<file path="src/rtl/mc_control_fsm_pkg.sv">
// Shared encodings for the multicycle MIPS control sequencer.
// Latency: none (declarations only).
// Backpressure: none (declarations only).
package mips_mc_pkg;

  localparam int STATE_BITS = 4;

  typedef enum logic [STATE_BITS-1:0] {
    S_FETCH    = 4'd0,
    S_DECODE   = 4'd1,
    S_MEM_ADDR = 4'd2,
    S_MEM_RD   = 4'd3,
    S_MEM_WB   = 4'd4,
    S_MEM_WR   = 4'd5,
    S_EXECUTE  = 4'd6,
    S_ALU_WB   = 4'd7,
    S_BRANCH   = 4'd8,
    S_JUMP     = 4'd9,
    S_ADDI_EX  = 4'd10,
    S_ADDI_WB  = 4'd11,
    S_FAULT    = 4'd15
  } state_t;

  localparam logic [5:0] OP_RTYPE = 6'b000000;
  localparam logic [5:0] OP_LW    = 6'b100011;
  localparam logic [5:0] OP_SW    = 6'b101011;
  localparam logic [5:0] OP_BEQ   = 6'b000100;
  localparam logic [5:0] OP_J     = 6'b000010;
  localparam logic [5:0] OP_ADDI  = 6'b001000;

  localparam logic [1:0] ALUB_B      = 2'b00;
  localparam logic [1:0] ALUB_FOUR   = 2'b01;
  localparam logic [1:0] ALUB_IMM    = 2'b10;
  localparam logic [1:0] ALUB_IMM_SH = 2'b11;

  localparam logic [1:0] ALUOP_ADD   = 2'b00;
  localparam logic [1:0] ALUOP_SUB   = 2'b01;
  localparam logic [1:0] ALUOP_FUNCT = 2'b10;

  localparam logic [1:0] PCSRC_ALU    = 2'b00;
  localparam logic [1:0] PCSRC_ALUOUT = 2'b01;
  localparam logic [1:0] PCSRC_JUMP   = 2'b10;

  localparam logic [1:0] FC_NONE    = 2'b00;
  localparam logic [1:0] FC_ILLEGAL = 2'b01;
  localparam logic [1:0] FC_TIMEOUT = 2'b10;

  // States that sit on the unified memory and may stall on mem_ready.
  function automatic logic is_mem_state(input state_t s);
    return (s == S_FETCH) || (s == S_MEM_RD) || (s == S_MEM_WR);
  endfunction

endpackage

</file>
<file path="src/rtl/mc_control_fsm_if.sv">
// Control bundle between the multicycle sequencer and the MIPS datapath.
// Latency: none (wires only).
// Backpressure: mem_ready from the memory stalls the sequencer in memory states.
interface mc_control_fsm_if #(parameter int STATE_W = 4);
  logic [5:0]         opcode;
  logic               mem_ready;
  logic               pc_write;
  logic               pc_write_cond;
  logic               iord;
  logic               mem_read;
  logic               mem_write;
  logic               ir_write;
  logic               mem_to_reg;
  logic               reg_dst;
  logic               reg_write;
  logic               alu_src_a;
  logic [1:0]         alu_src_b;
  logic [1:0]         alu_op;
  logic [1:0]         pc_source;
  logic               instr_done;
  logic               fault;
  logic [1:0]         fault_code;
  logic [STATE_W-1:0] state;

  modport master (
    input  opcode, mem_ready,
    output pc_write, pc_write_cond, iord, mem_read, mem_write, ir_write,
           mem_to_reg, reg_dst, reg_write, alu_src_a, alu_src_b, alu_op,
           pc_source, instr_done, fault, fault_code, state
  );

  modport slave (
    output opcode, mem_ready,
    input  pc_write, pc_write_cond, iord, mem_read, mem_write, ir_write,
           mem_to_reg, reg_dst, reg_write, alu_src_a, alu_src_b, alu_op,
           pc_source, instr_done, fault, fault_code, state
  );
endinterface

</file>
<file path="src/rtl/mc_control_fsm_wait_timer.sv">
// Counts consecutive memory stall cycles and flags a timeout at MAX_WAIT.
// Latency: counter registered; timeout is combinational from count and i_wait.
// Backpressure: none; MAX_WAIT=0 disables the timeout entirely.
module mc_wait_timer #(
  parameter int MAX_WAIT = 15
) (
  input  logic clk,
  input  logic rst,
  input  logic i_clear,
  input  logic i_wait,
  output logic o_timeout
);

  localparam int CNT_W = (MAX_WAIT > 0) ? $clog2(MAX_WAIT + 1) : 1;

  logic [CNT_W-1:0] r_cnt;

  // Saturating stall counter, cleared whenever the sequencer changes state.
  always_ff @(posedge clk) begin
    if (rst || i_clear) begin
      r_cnt <= '0;
    end else if (i_wait && (r_cnt != {CNT_W{1'b1}})) begin
      r_cnt <= r_cnt + CNT_W'(1);
    end
  end

  assign o_timeout = (MAX_WAIT != 0) && i_wait && (r_cnt == CNT_W'(MAX_WAIT));

endmodule

</file>
<file path="src/rtl/mc_control_fsm.sv">
// Multicycle MIPS control sequencer: fetch/decode/execute/mem/writeback; MC_ADDI_EN adds addi.
// Latency (mem_ready high): R=4, lw=5, sw=4, beq=3, j=3, addi=4 cycles.
// Backpressure: holds FETCH/MEM_RD/MEM_WR until mem_ready; stall of MAX_WAIT+1 cycles faults.
module mc_control_fsm
  import mips_mc_pkg::*;
#(
  parameter int MAX_WAIT = 15,
  parameter int STATE_W  = 4
) (
  input  logic            clk,
  input  logic            rst,
  mc_control_fsm_if.master bus
);

  state_t     r_state;
  state_t     w_next;
  logic [1:0] r_fault_code;
  logic [1:0] w_fault_code;
  logic       w_mem_wait;
  logic       w_timeout;

  assign w_mem_wait = is_mem_state(r_state) && !bus.mem_ready;

  mc_wait_timer #(.MAX_WAIT(MAX_WAIT)) u_wait_timer (
    .clk       (clk),
    .rst       (rst),
    .i_clear   (w_next != r_state),
    .i_wait    (w_mem_wait),
    .o_timeout (w_timeout)
  );

  // State register.
  always_ff @(posedge clk) begin
    if (rst) r_state <= S_FETCH;
    else     r_state <= w_next;
  end

  // Fault code latches only on entry to FAULT, so the first cause sticks.
  always_ff @(posedge clk) begin
    if (rst) begin
      r_fault_code <= FC_NONE;
    end else if ((r_state != S_FAULT) && (w_next == S_FAULT)) begin
      r_fault_code <= w_fault_code;
    end
  end

  // Next-state and Moore output decode; strobes are killed while rst is high.
  always_comb begin
    w_next            = r_state;
    w_fault_code      = FC_NONE;
    bus.pc_write      = 1'b0;
    bus.pc_write_cond = 1'b0;
    bus.iord          = 1'b0;
    bus.mem_read      = 1'b0;
    bus.mem_write     = 1'b0;
    bus.ir_write      = 1'b0;
    bus.mem_to_reg    = 1'b0;
    bus.reg_dst       = 1'b0;
    bus.reg_write     = 1'b0;
    bus.alu_src_a     = 1'b0;
    bus.alu_src_b     = ALUB_B;
    bus.alu_op        = ALUOP_ADD;
    bus.pc_source     = PCSRC_ALU;
    bus.instr_done    = 1'b0;
    bus.fault         = 1'b0;

    case (r_state)
      S_FETCH: begin
        bus.mem_read  = 1'b1;
        bus.alu_src_b = ALUB_FOUR;
        bus.ir_write  = bus.mem_ready;
        bus.pc_write  = bus.mem_ready;
        if (w_timeout) begin
          w_next       = S_FAULT;
          w_fault_code = FC_TIMEOUT;
        end else if (bus.mem_ready) begin
          w_next = S_DECODE;
        end
      end
      S_DECODE: begin
        bus.alu_src_b = ALUB_IMM_SH;
        case (bus.opcode)
          OP_RTYPE:     w_next = S_EXECUTE;
          OP_LW, OP_SW: w_next = S_MEM_ADDR;
          OP_BEQ:       w_next = S_BRANCH;
          OP_J:         w_next = S_JUMP;
`ifdef MC_ADDI_EN
          OP_ADDI:      w_next = S_ADDI_EX;
`endif
          default: begin
            w_next       = S_FAULT;
            w_fault_code = FC_ILLEGAL;
          end
        endcase
      end
      S_MEM_ADDR: begin
        bus.alu_src_a = 1'b1;
        bus.alu_src_b = ALUB_IMM;
        w_next        = (bus.opcode == OP_LW) ? S_MEM_RD : S_MEM_WR;
      end
      S_MEM_RD: begin
        bus.mem_read = 1'b1;
        bus.iord     = 1'b1;
        if (w_timeout) begin
          w_next       = S_FAULT;
          w_fault_code = FC_TIMEOUT;
        end else if (bus.mem_ready) begin
          w_next = S_MEM_WB;
        end
      end
      S_MEM_WB: begin
        bus.mem_to_reg = 1'b1;
        bus.reg_write  = 1'b1;
        bus.instr_done = 1'b1;
        w_next         = S_FETCH;
      end
      S_MEM_WR: begin
        bus.mem_write  = 1'b1;
        bus.iord       = 1'b1;
        bus.instr_done = bus.mem_ready;
        if (w_timeout) begin
          w_next       = S_FAULT;
          w_fault_code = FC_TIMEOUT;
        end else if (bus.mem_ready) begin
          w_next = S_FETCH;
        end
      end
      S_EXECUTE: begin
        bus.alu_src_a = 1'b1;
        bus.alu_op    = ALUOP_FUNCT;
        w_next        = S_ALU_WB;
      end
      S_ALU_WB: begin
        bus.reg_dst    = 1'b1;
        bus.reg_write  = 1'b1;
        bus.instr_done = 1'b1;
        w_next         = S_FETCH;
      end
      S_BRANCH: begin
        bus.alu_src_a     = 1'b1;
        bus.alu_op        = ALUOP_SUB;
        bus.pc_source     = PCSRC_ALUOUT;
        bus.pc_write_cond = 1'b1;
        bus.instr_done    = 1'b1;
        w_next            = S_FETCH;
      end
      S_JUMP: begin
        bus.pc_source  = PCSRC_JUMP;
        bus.pc_write   = 1'b1;
        bus.instr_done = 1'b1;
        w_next         = S_FETCH;
      end
`ifdef MC_ADDI_EN
      S_ADDI_EX: begin
        bus.alu_src_a = 1'b1;
        bus.alu_src_b = ALUB_IMM;
        w_next        = S_ADDI_WB;
      end
      S_ADDI_WB: begin
        bus.reg_write  = 1'b1;
        bus.instr_done = 1'b1;
        w_next         = S_FETCH;
      end
`endif
      default: begin
        // FAULT and every unused encoding: absorbing, no strobes.
        bus.fault    = 1'b1;
        w_next       = S_FAULT;
        w_fault_code = FC_ILLEGAL;
      end
    endcase

    if (rst) begin
      bus.mem_read      = 1'b0;
      bus.mem_write     = 1'b0;
      bus.reg_write     = 1'b0;
      bus.pc_write      = 1'b0;
      bus.pc_write_cond = 1'b0;
      bus.ir_write      = 1'b0;
      bus.instr_done    = 1'b0;
    end
  end

  assign bus.fault_code = r_fault_code;
  assign bus.state      = STATE_W'(r_state);

endmodule

</file>
<file path="src/flat_wrapper.sv">
// flat-port wrapper written by rule: the top's interface ports become plain ports
module mc_control_fsm_flat import mips_mc_pkg::*;
#(
  parameter int MAX_WAIT = 15,
  parameter int STATE_W  = 4
)
  (clk, rst, bus_opcode, bus_mem_ready, bus_pc_write, bus_pc_write_cond, bus_iord, bus_mem_read, bus_mem_write, bus_ir_write, bus_mem_to_reg, bus_reg_dst, bus_reg_write, bus_alu_src_a, bus_alu_src_b, bus_alu_op, bus_pc_source, bus_instr_done, bus_fault, bus_fault_code, bus_state);
  mc_control_fsm_if #(.STATE_W(STATE_W)) bus_i ();
  input  logic clk;
  input  logic rst;
  input wire logic [$bits(bus_i.opcode)-1:0] bus_opcode;
  input wire logic [$bits(bus_i.mem_ready)-1:0] bus_mem_ready;
  output wire logic [$bits(bus_i.pc_write)-1:0] bus_pc_write;
  output wire logic [$bits(bus_i.pc_write_cond)-1:0] bus_pc_write_cond;
  output wire logic [$bits(bus_i.iord)-1:0] bus_iord;
  output wire logic [$bits(bus_i.mem_read)-1:0] bus_mem_read;
  output wire logic [$bits(bus_i.mem_write)-1:0] bus_mem_write;
  output wire logic [$bits(bus_i.ir_write)-1:0] bus_ir_write;
  output wire logic [$bits(bus_i.mem_to_reg)-1:0] bus_mem_to_reg;
  output wire logic [$bits(bus_i.reg_dst)-1:0] bus_reg_dst;
  output wire logic [$bits(bus_i.reg_write)-1:0] bus_reg_write;
  output wire logic [$bits(bus_i.alu_src_a)-1:0] bus_alu_src_a;
  output wire logic [$bits(bus_i.alu_src_b)-1:0] bus_alu_src_b;
  output wire logic [$bits(bus_i.alu_op)-1:0] bus_alu_op;
  output wire logic [$bits(bus_i.pc_source)-1:0] bus_pc_source;
  output wire logic [$bits(bus_i.instr_done)-1:0] bus_instr_done;
  output wire logic [$bits(bus_i.fault)-1:0] bus_fault;
  output wire logic [$bits(bus_i.fault_code)-1:0] bus_fault_code;
  output wire logic [$bits(bus_i.state)-1:0] bus_state;
  assign bus_i.opcode = bus_opcode;
  assign bus_i.mem_ready = bus_mem_ready;
  assign bus_pc_write = bus_i.pc_write;
  assign bus_pc_write_cond = bus_i.pc_write_cond;
  assign bus_iord = bus_i.iord;
  assign bus_mem_read = bus_i.mem_read;
  assign bus_mem_write = bus_i.mem_write;
  assign bus_ir_write = bus_i.ir_write;
  assign bus_mem_to_reg = bus_i.mem_to_reg;
  assign bus_reg_dst = bus_i.reg_dst;
  assign bus_reg_write = bus_i.reg_write;
  assign bus_alu_src_a = bus_i.alu_src_a;
  assign bus_alu_src_b = bus_i.alu_src_b;
  assign bus_alu_op = bus_i.alu_op;
  assign bus_pc_source = bus_i.pc_source;
  assign bus_instr_done = bus_i.instr_done;
  assign bus_fault = bus_i.fault;
  assign bus_fault_code = bus_i.fault_code;
  assign bus_state = bus_i.state;
  mc_control_fsm #(.MAX_WAIT(MAX_WAIT), .STATE_W(STATE_W)) u_core (.clk(clk), .rst(rst), .bus(bus_i));
endmodule
</file>
<file path="config.mk">
export PLATFORM = sky130hd
export DESIGN_NAME = mc_control_fsm_flat
export DESIGN_NICKNAME = d
export VERILOG_FILES = /design/src/rtl/mc_control_fsm_pkg.sv /design/src/rtl/mc_control_fsm_if.sv /design/src/rtl/mc_control_fsm_wait_timer.sv /design/src/rtl/mc_control_fsm.sv /design/src/flat_wrapper.sv
export SDC_FILE = /design/constraint.sdc
export NUM_CORES = 1
export LEC_CHECK = 0
export BUFFER_PORTS_ARGS = -buffer_cell sky130_fd_sc_hd__buf_2
export CAP_MARGIN = 0
export CORE_MARGIN = 5
export CORE_UTILIZATION = 45
export CTS_BUF_LIST = sky130_fd_sc_hd__clkbuf_8 sky130_fd_sc_hd__clkbuf_16
export DETAILED_ROUTE_END_ITERATION = 10
export MAX_ROUTING_LAYER = met4
export PLACE_DENSITY = 0.81
export SLEW_MARGIN = 20
export SYNTH_ARGS = -nofsm -noshare
export SYNTH_HDL_FRONTEND = slang
export SYNTH_HIERARCHICAL = 1
export SYNTH_SLANG_ARGS = --single-unit
</file>
<file path="constraint.sdc">
create_clock -name clk -period 3 [get_ports clk]
set_clock_uncertainty 0.1 [all_clocks]
set_input_delay 0 -clock clk [delete_from_list [all_inputs] [get_ports clk]]
set_output_delay 0 -clock clk [all_outputs]
set_load 0.005 [all_outputs]
</file>
## Word-level counts from Yosys, hierarchy flattened

Index checks and enable logic that the tools add are counted.

- Input port bits: 9
- Register bits: 10
- Output and inout port bits: 24

- Muxes and demuxes: 34
- Equality and inequality tests: 18
- Add/sub/neg operators: 1
- Reduce and logical (&&, ||, !) cells: 20

Operator list:

| kind | number |
|---|---|
| $pmux 4 s7 | 1 |
| $mux 4 | 6 |
| $mux 1 | 18 |
| $eq 4x3->1 const B | 4 |
| $eq 4x4->1 const B | 4 |
| $pmux 4 s4 | 1 |
| $eq 6x6->1 const B | 2 |
| $pmux 2 s3 | 2 |
| $reduce_or 10->1 | 1 |
| $eq 4x2->1 const B | 2 |
| $ne 4x4->1 const B | 2 |
| $pmux 2 s2 | 2 |
| $reduce_or 2->1 | 4 |
| $eq 6x2->1 const B | 1 |
| $eq 6x3->1 const B | 1 |
| $logic_not 6->1 | 1 |
| $reduce_or 3->1 | 2 |
| $reduce_or 6->1 | 1 |
| $reduce_or 5->1 | 1 |
| $add 4x1->4 const B | 1 |
| $eq 4x1->1 const B | 1 |
| $logic_and 1x1->1 | 4 |
| $logic_not 4->1 | 1 |
| $ne 4x4->1 | 1 |
| other kinds (6) | 9 |

## Depth between registers and ports, before layout

- Depth in word-level cells: 9
- Mapped depth: 16
- Mapped depth without buffers: 14

## Cells and area by module

The synthesis kept the hierarchy.

By module, submodules not included:

| module | instances | cells each | area each (sq um) |
|---|---|---|---|
| mc_control_fsm | 1 | 118 | 802.0 |
| mc_wait_timer | 1 | 23 | 191.4 |

## Worst setup path after synthesis

OpenSTA, ideal clock, no wires.

- Path kind: flip-flop to flip-flop
- Start: register u_core.r_state[1] (netlist: u_core/bus.state[1])
- End: register u_core.u_wait_timer.r_cnt[0]
- Required time: 2,828 ps
- Path slack: -320 ps
- Data arrival time: 3,148 ps
- Path buffers: 2
- Clock period less this slack: 3,320 ps
- Stages on the path, launching flop included: 16
- Cells stage by stage: dfxtp_1 > buf_2 > clkbuf_1 > nor3_1 > a21oi_1 > nor3_1 > nand3_1 > nor2_1 > o21ba_2 > nor4_1 > o31a_2 > nand2b_1 > a311oi_1 > o2111ai_1 > or3_1 > mux2i_1

- Longest elaborated chain between the ends: 9

Ends and longest elaborated chain:

| what | line | text |
|---|---|---|
| start, declared | mc_control_fsm.sv:15 | `state_t r_state;` |
| start signal, assigned | mc_control_fsm.sv:35 | `else r_state <= w_next;` |
| $eq 4x2->1 / $logic_not 4->1 (equally long branches) | mc_control_fsm_pkg.sv:50 | `return (s == S_FETCH) \|\| (s == S_MEM_RD) \|\| (s == S_MEM_WR);` |
| $logic_or 1x1->1 | mc_control_fsm_pkg.sv:50 |  |
| $logic_or 1x1->1 (*) | mc_control_fsm_pkg.sv:50 |  |
| $logic_and 1x1->1 (*) | mc_control_fsm.sv:22 | `assign w_mem_wait = is_mem_state(r_state) && !bus.mem_ready;` |
| via u_core.w_mem_wait | mc_control_fsm.sv:19 | `logic w_mem_wait;` |
| $logic_and 1x1->1 (*) | mc_control_fsm_wait_timer.sv:27 | `assign o_timeout = (MAX_WAIT != 0) && i_wait && (r_cnt == CNT_W'(MAX_WAIT));` |
| via u_core.w_timeout | mc_control_fsm.sv:20 | `logic w_timeout;` |
| $mux 4 (on tied branches) | mc_control_fsm.sv:121, mc_control_fsm.sv:73, mc_control_fsm.sv:104 |  |
| $pmux 4 s7 (*) | mc_control_fsm.sv:67 | `case (r_state)` |
| $ne 4x4->1 (*) | mc_control_fsm.sv:27 | `.i_clear (w_next != r_state),` |
| $logic_or 1x1->1 (*) | mc_control_fsm_wait_timer.sv:20 | `if (rst \|\| i_clear) begin` |
| end signal, assigned | mc_control_fsm_wait_timer.sv:23 | `r_cnt <= r_cnt + CNT_W'(1);` |
| end, declared | mc_control_fsm_wait_timer.sv:16 | `logic [CNT_W-1:0] r_cnt;` |

The timed path passes the listed nets; every way through them passes the cells marked *.
A chain may end at the register's enable or synchronous reset.

## Final worst setup path

- Start: register u_core.r_state[2] (netlist: u_core/bus.state[2])
- End: register u_core.u_wait_timer.r_cnt[0]

Same word-level chain as after synthesis.

==> flow_summary_export.csv <==
group,metric,value,unit
outcome,status,"completed",
global_route,grt_max_degree,26,
yosys,synth_nets,151,
finish,multiInputGateArea,812.0,um2
yosys,synthArstFlopShare,0,%
placed_design,portBuffers,32,
yosys,yosysWarningCount,6,
sta,worst_slack,0.03417,ns
sta,fmax,337.2,MHz
sta,whs,0.01709,ns
drt,route.met2.wl,1.529,mm
worst_hold_path,holdPathStages,2,
drt,wl_met1,1.250,mm
critical_path,critPathKind,"reg2reg",
sta,period_share,98.86,%
critical_path,startpoint_type,"flop",
cts,cts.sink_count,10,
yosys,synth_flop_cell,"dfxtp_1",
yosys,netlist_area,993.5,um2
global_route,grt_pass1_wl,4.940,mm
finish,seq_area,205.2,um2
die,die_h,56.99,um
global_route,grt_pass1_vias,1067,
drt,via_per_inst,5.776,
worst_hold_path,hp-start,"rst",
yosys,ys_ff_latch,10,
sta,setup_violations,0,
sta,tns,0,ns
drt,initialDrtViolationCount,53,
global_route,gr-total-overflow,0,
sta,timing_worst_slew_pin_value,0.4815,ns
critical_path,cp-end-kind,"flop",
drt,wire_per_inst,14.52,um
finish,area_growth,41.56,%
worst_hold_path,hold_class,"in2reg",
cts,htreeDepth,1,
cts,cts.clk_slew.worst_paths,0.05,ns
global_route,antenna_found_initial,0,
cts,clock_latency,0.24,ns
sta,finalHoldViolCount,0,
drt,drc_errors,0,
cts,root_buffer,"clkbuf_8",
die,core_area,0.002170,mm2
placed_design,gp_congestion,0.9339,
drt,wirelength,3.050,mm
critical_path,r2r_start,"u_core/bus.state[2]",
sta,layout_min_cycle_time,2.966,ns
cts,cts_tree,"yes",
cts,hold_buffers,0,
critical_path,crit_arrival,3.03,ns
flow_run,cap_violations,0,
worst_hold_path,min_to,"u_core/bus.state[1]",
critical_path,crit_path_top_delay_cell,"dfxtp_4",
finish,drive_above_1_share,41.21,%
finish,antenna_cells,0,
yosys,synth_seq_area_share,20.15,%
yosys,synth_edf_count,0,
drt,vias,1213,
die,dieArea,0.003247,mm2
critical_path,max_stage_delay,0.36,ns
global_route,grt_util_all_layers,19.15,%
cts,numCtsBuffers,3,
sta,slew_headroom,67.63,%
finish,fill_cells,210,
critical_path,worstPathCellList,"xor2_2 -> a21oi_2 -> nor3_2 -> nand3_2 -> nor2_4 -> o21ba_4 -> buf_4 -> a221oi_1 -> a31oi_1 -> nor4_4 -> xor2_1 -> o2111ai_2 -> or3_1 -> mux2i_1",
yosys,synth_area_per_cell,7.046,um2
die,die_w,56.99,um
critical_path,crit_required,3.06,ns
placed_design,pre_cts_ws,-0.01236,ns
die,start_util,45.79,%
power,power_leakage,0.6271,nW
cts,cts_buffer_depth,2,
die,num_io_pins,33,
drt,dr.pass1.iters,4,
drt,dr_wl_met3,202,um
placed_design,dp_hpwl,2.260,mm
sta,slew_violations,0,
drt,drtAntennaViolNets,0,
power,peakVddDrop,0.6531,mV
yosys,syn-instance-count,141,
sta,rsz0062_at_grt,"yes",
finish,nNetsFinal,193,
power,p_per_area,956.5,mW/mm2
critical_path,r2r_cells,14,
drt,route.top_layer_used,"met4",
die,num_rows,17,
yosys,yosysUniqueCellTypes,42,
critical_path,ff2ff_setup_slack,0.03,ns
critical_path,reg2reg_to,"u_core/u_wait_timer/r_cnt[0]",
critical_path,path_max_fanout,4,
-- cells by family after synthesis --
logic type               count (synthesis)  synth area share [%]
multiplexers                             3                 3.023
AND/OR/NAND/NOR                         74                 41.06
flip-flops                              10                 20.15
adder cells (fa/ha/maj)                  1                 1.259
AO/OA/AOI/OAI                           34                 24.56
XOR/XNOR                                 4                 3.526
buffers and inverters                   15                 6.423
-- through the flow --
stage	total power, mW	cell area, um2	utilization, %	std cells
global route	1.445	1406	64.82	210
floorplan	0.8124	1075	-	141
CTS	1.269	1353	62.34	206
finish	1.345	1406	64.82	210
global placement	1.040	1277	58.88	201
detailed placement	1.061	1277	58.88	201
-- worst max path at each step --
stage                                    from                      endpoint  slack [ns]  cells after the start
final                     u_core/bus.state[2]  u_core/u_wait_timer/r_cnt[0]        0.03                     14
after global routing      u_core/bus.state[2]  u_core/u_wait_timer/r_cnt[0]        -0.1                     13
after CTS                 u_core/bus.state[2]  u_core/u_wait_timer/r_cnt[0]        0.04                     13
after detailed placement  u_core/bus.state[2]  u_core/u_wait_timer/r_cnt[0]       -0.01                     13
after global placement    u_core/bus.state[2]  u_core/u_wait_timer/r_cnt[0]        0.14                     13
after floorplan           u_core/bus.state[3]  u_core/u_wait_timer/r_cnt[0]        0.01                     13
-- worst max-delay path, delay by kind of cell, from the launching register on --
kind / cells / cell delay, ns
AO/OA/AOI/OAI: 5 / 0.97
XOR/XNOR: 2 / 0.35
buffers and inverters: 1 / 0.13
flip-flops: 1 / 0.36
multiplexers: 1 / 0.13
AND/OR/NAND/NOR: 5 / 0.83
-- synthesized netlist by cell type (all sizes together) (4+ instances only) --
master / n / share of area [%]
o21ai: 5 / 2.5
nand2b: 8 / 5.0
clkbuf: 7 / 2.6
inv: 4 / 1.5
a21oi: 8 / 4.0
nand2: 17 / 6.4
nor4: 7 / 5.9
dfxtp: 10 / 20
buf: 4 / 2.3
nand3: 4 / 2.0
nor2: 14 / 5.3
xor2: 4 / 3.5
nor3: 11 / 5.5
-- layer usage --
layer,up-vias,track usage [%]
met4,0,6.291
li1,597,-
met2,50,32.14
met3,7,3.846
met5,-,-
met1,559,22.83
-- cell usage in the layout (no fill, tap or decap), types with 2 or more instances in the layout --
master and n:
nand2b_4 2, and2_1 2, inv_1 4, a31oi_1 3
dfxtp_1 8, nor4_1 5, nand2b_1 6, a21oi_1 7
a221oi_1 3, xor2_1 3, o21ai_0 5, buf_4 15
nor2_1 12, mux2i_1 3, clkbuf_8 4, buf_2 32
nand3_1 3, nand2_1 17, nor3_1 9, o31ai_1 2
a21o_1 2, nor2b_1 3
-- layout make-up --
type                            instances  share of cell area [%]
Sequential cell                        10                   14.59
Tap cell                               28                   2.491
Multi-Input combinational cell        116                   57.74
Timing Repair Buffer                   48                   20.20
Inverter                                4                   1.068
Clock buffer                            4                   3.915
-- report_power, final --
group | switching [mW] | internal (mW) | total [mW]
clock | 0.0550 | 0.116 | 0.171
sequential | 0.0325 | 0.168 | 0.200
combinational | 0.527 | 0.448 | 0.975
-- repair_timing --
action | CTS | global route
setup endpoints to repair | 1 | 4
gates resized for setup | 2 | 6
setup buffers | 1 | 4
hold endpoints to repair | 0 | 0
pin swaps | 1 | 10
-- sequential cells by signal, summed over array words and instances, names as in the netlist --
| signal | flops |
|---|---|
| u_core/bus.fault_code | 2 |
| u_core/bus.state | 4 |
| u_core/u_wait_timer/r_cnt | 4 |
No activity file was read; power rests on OpenSTA's default activity.
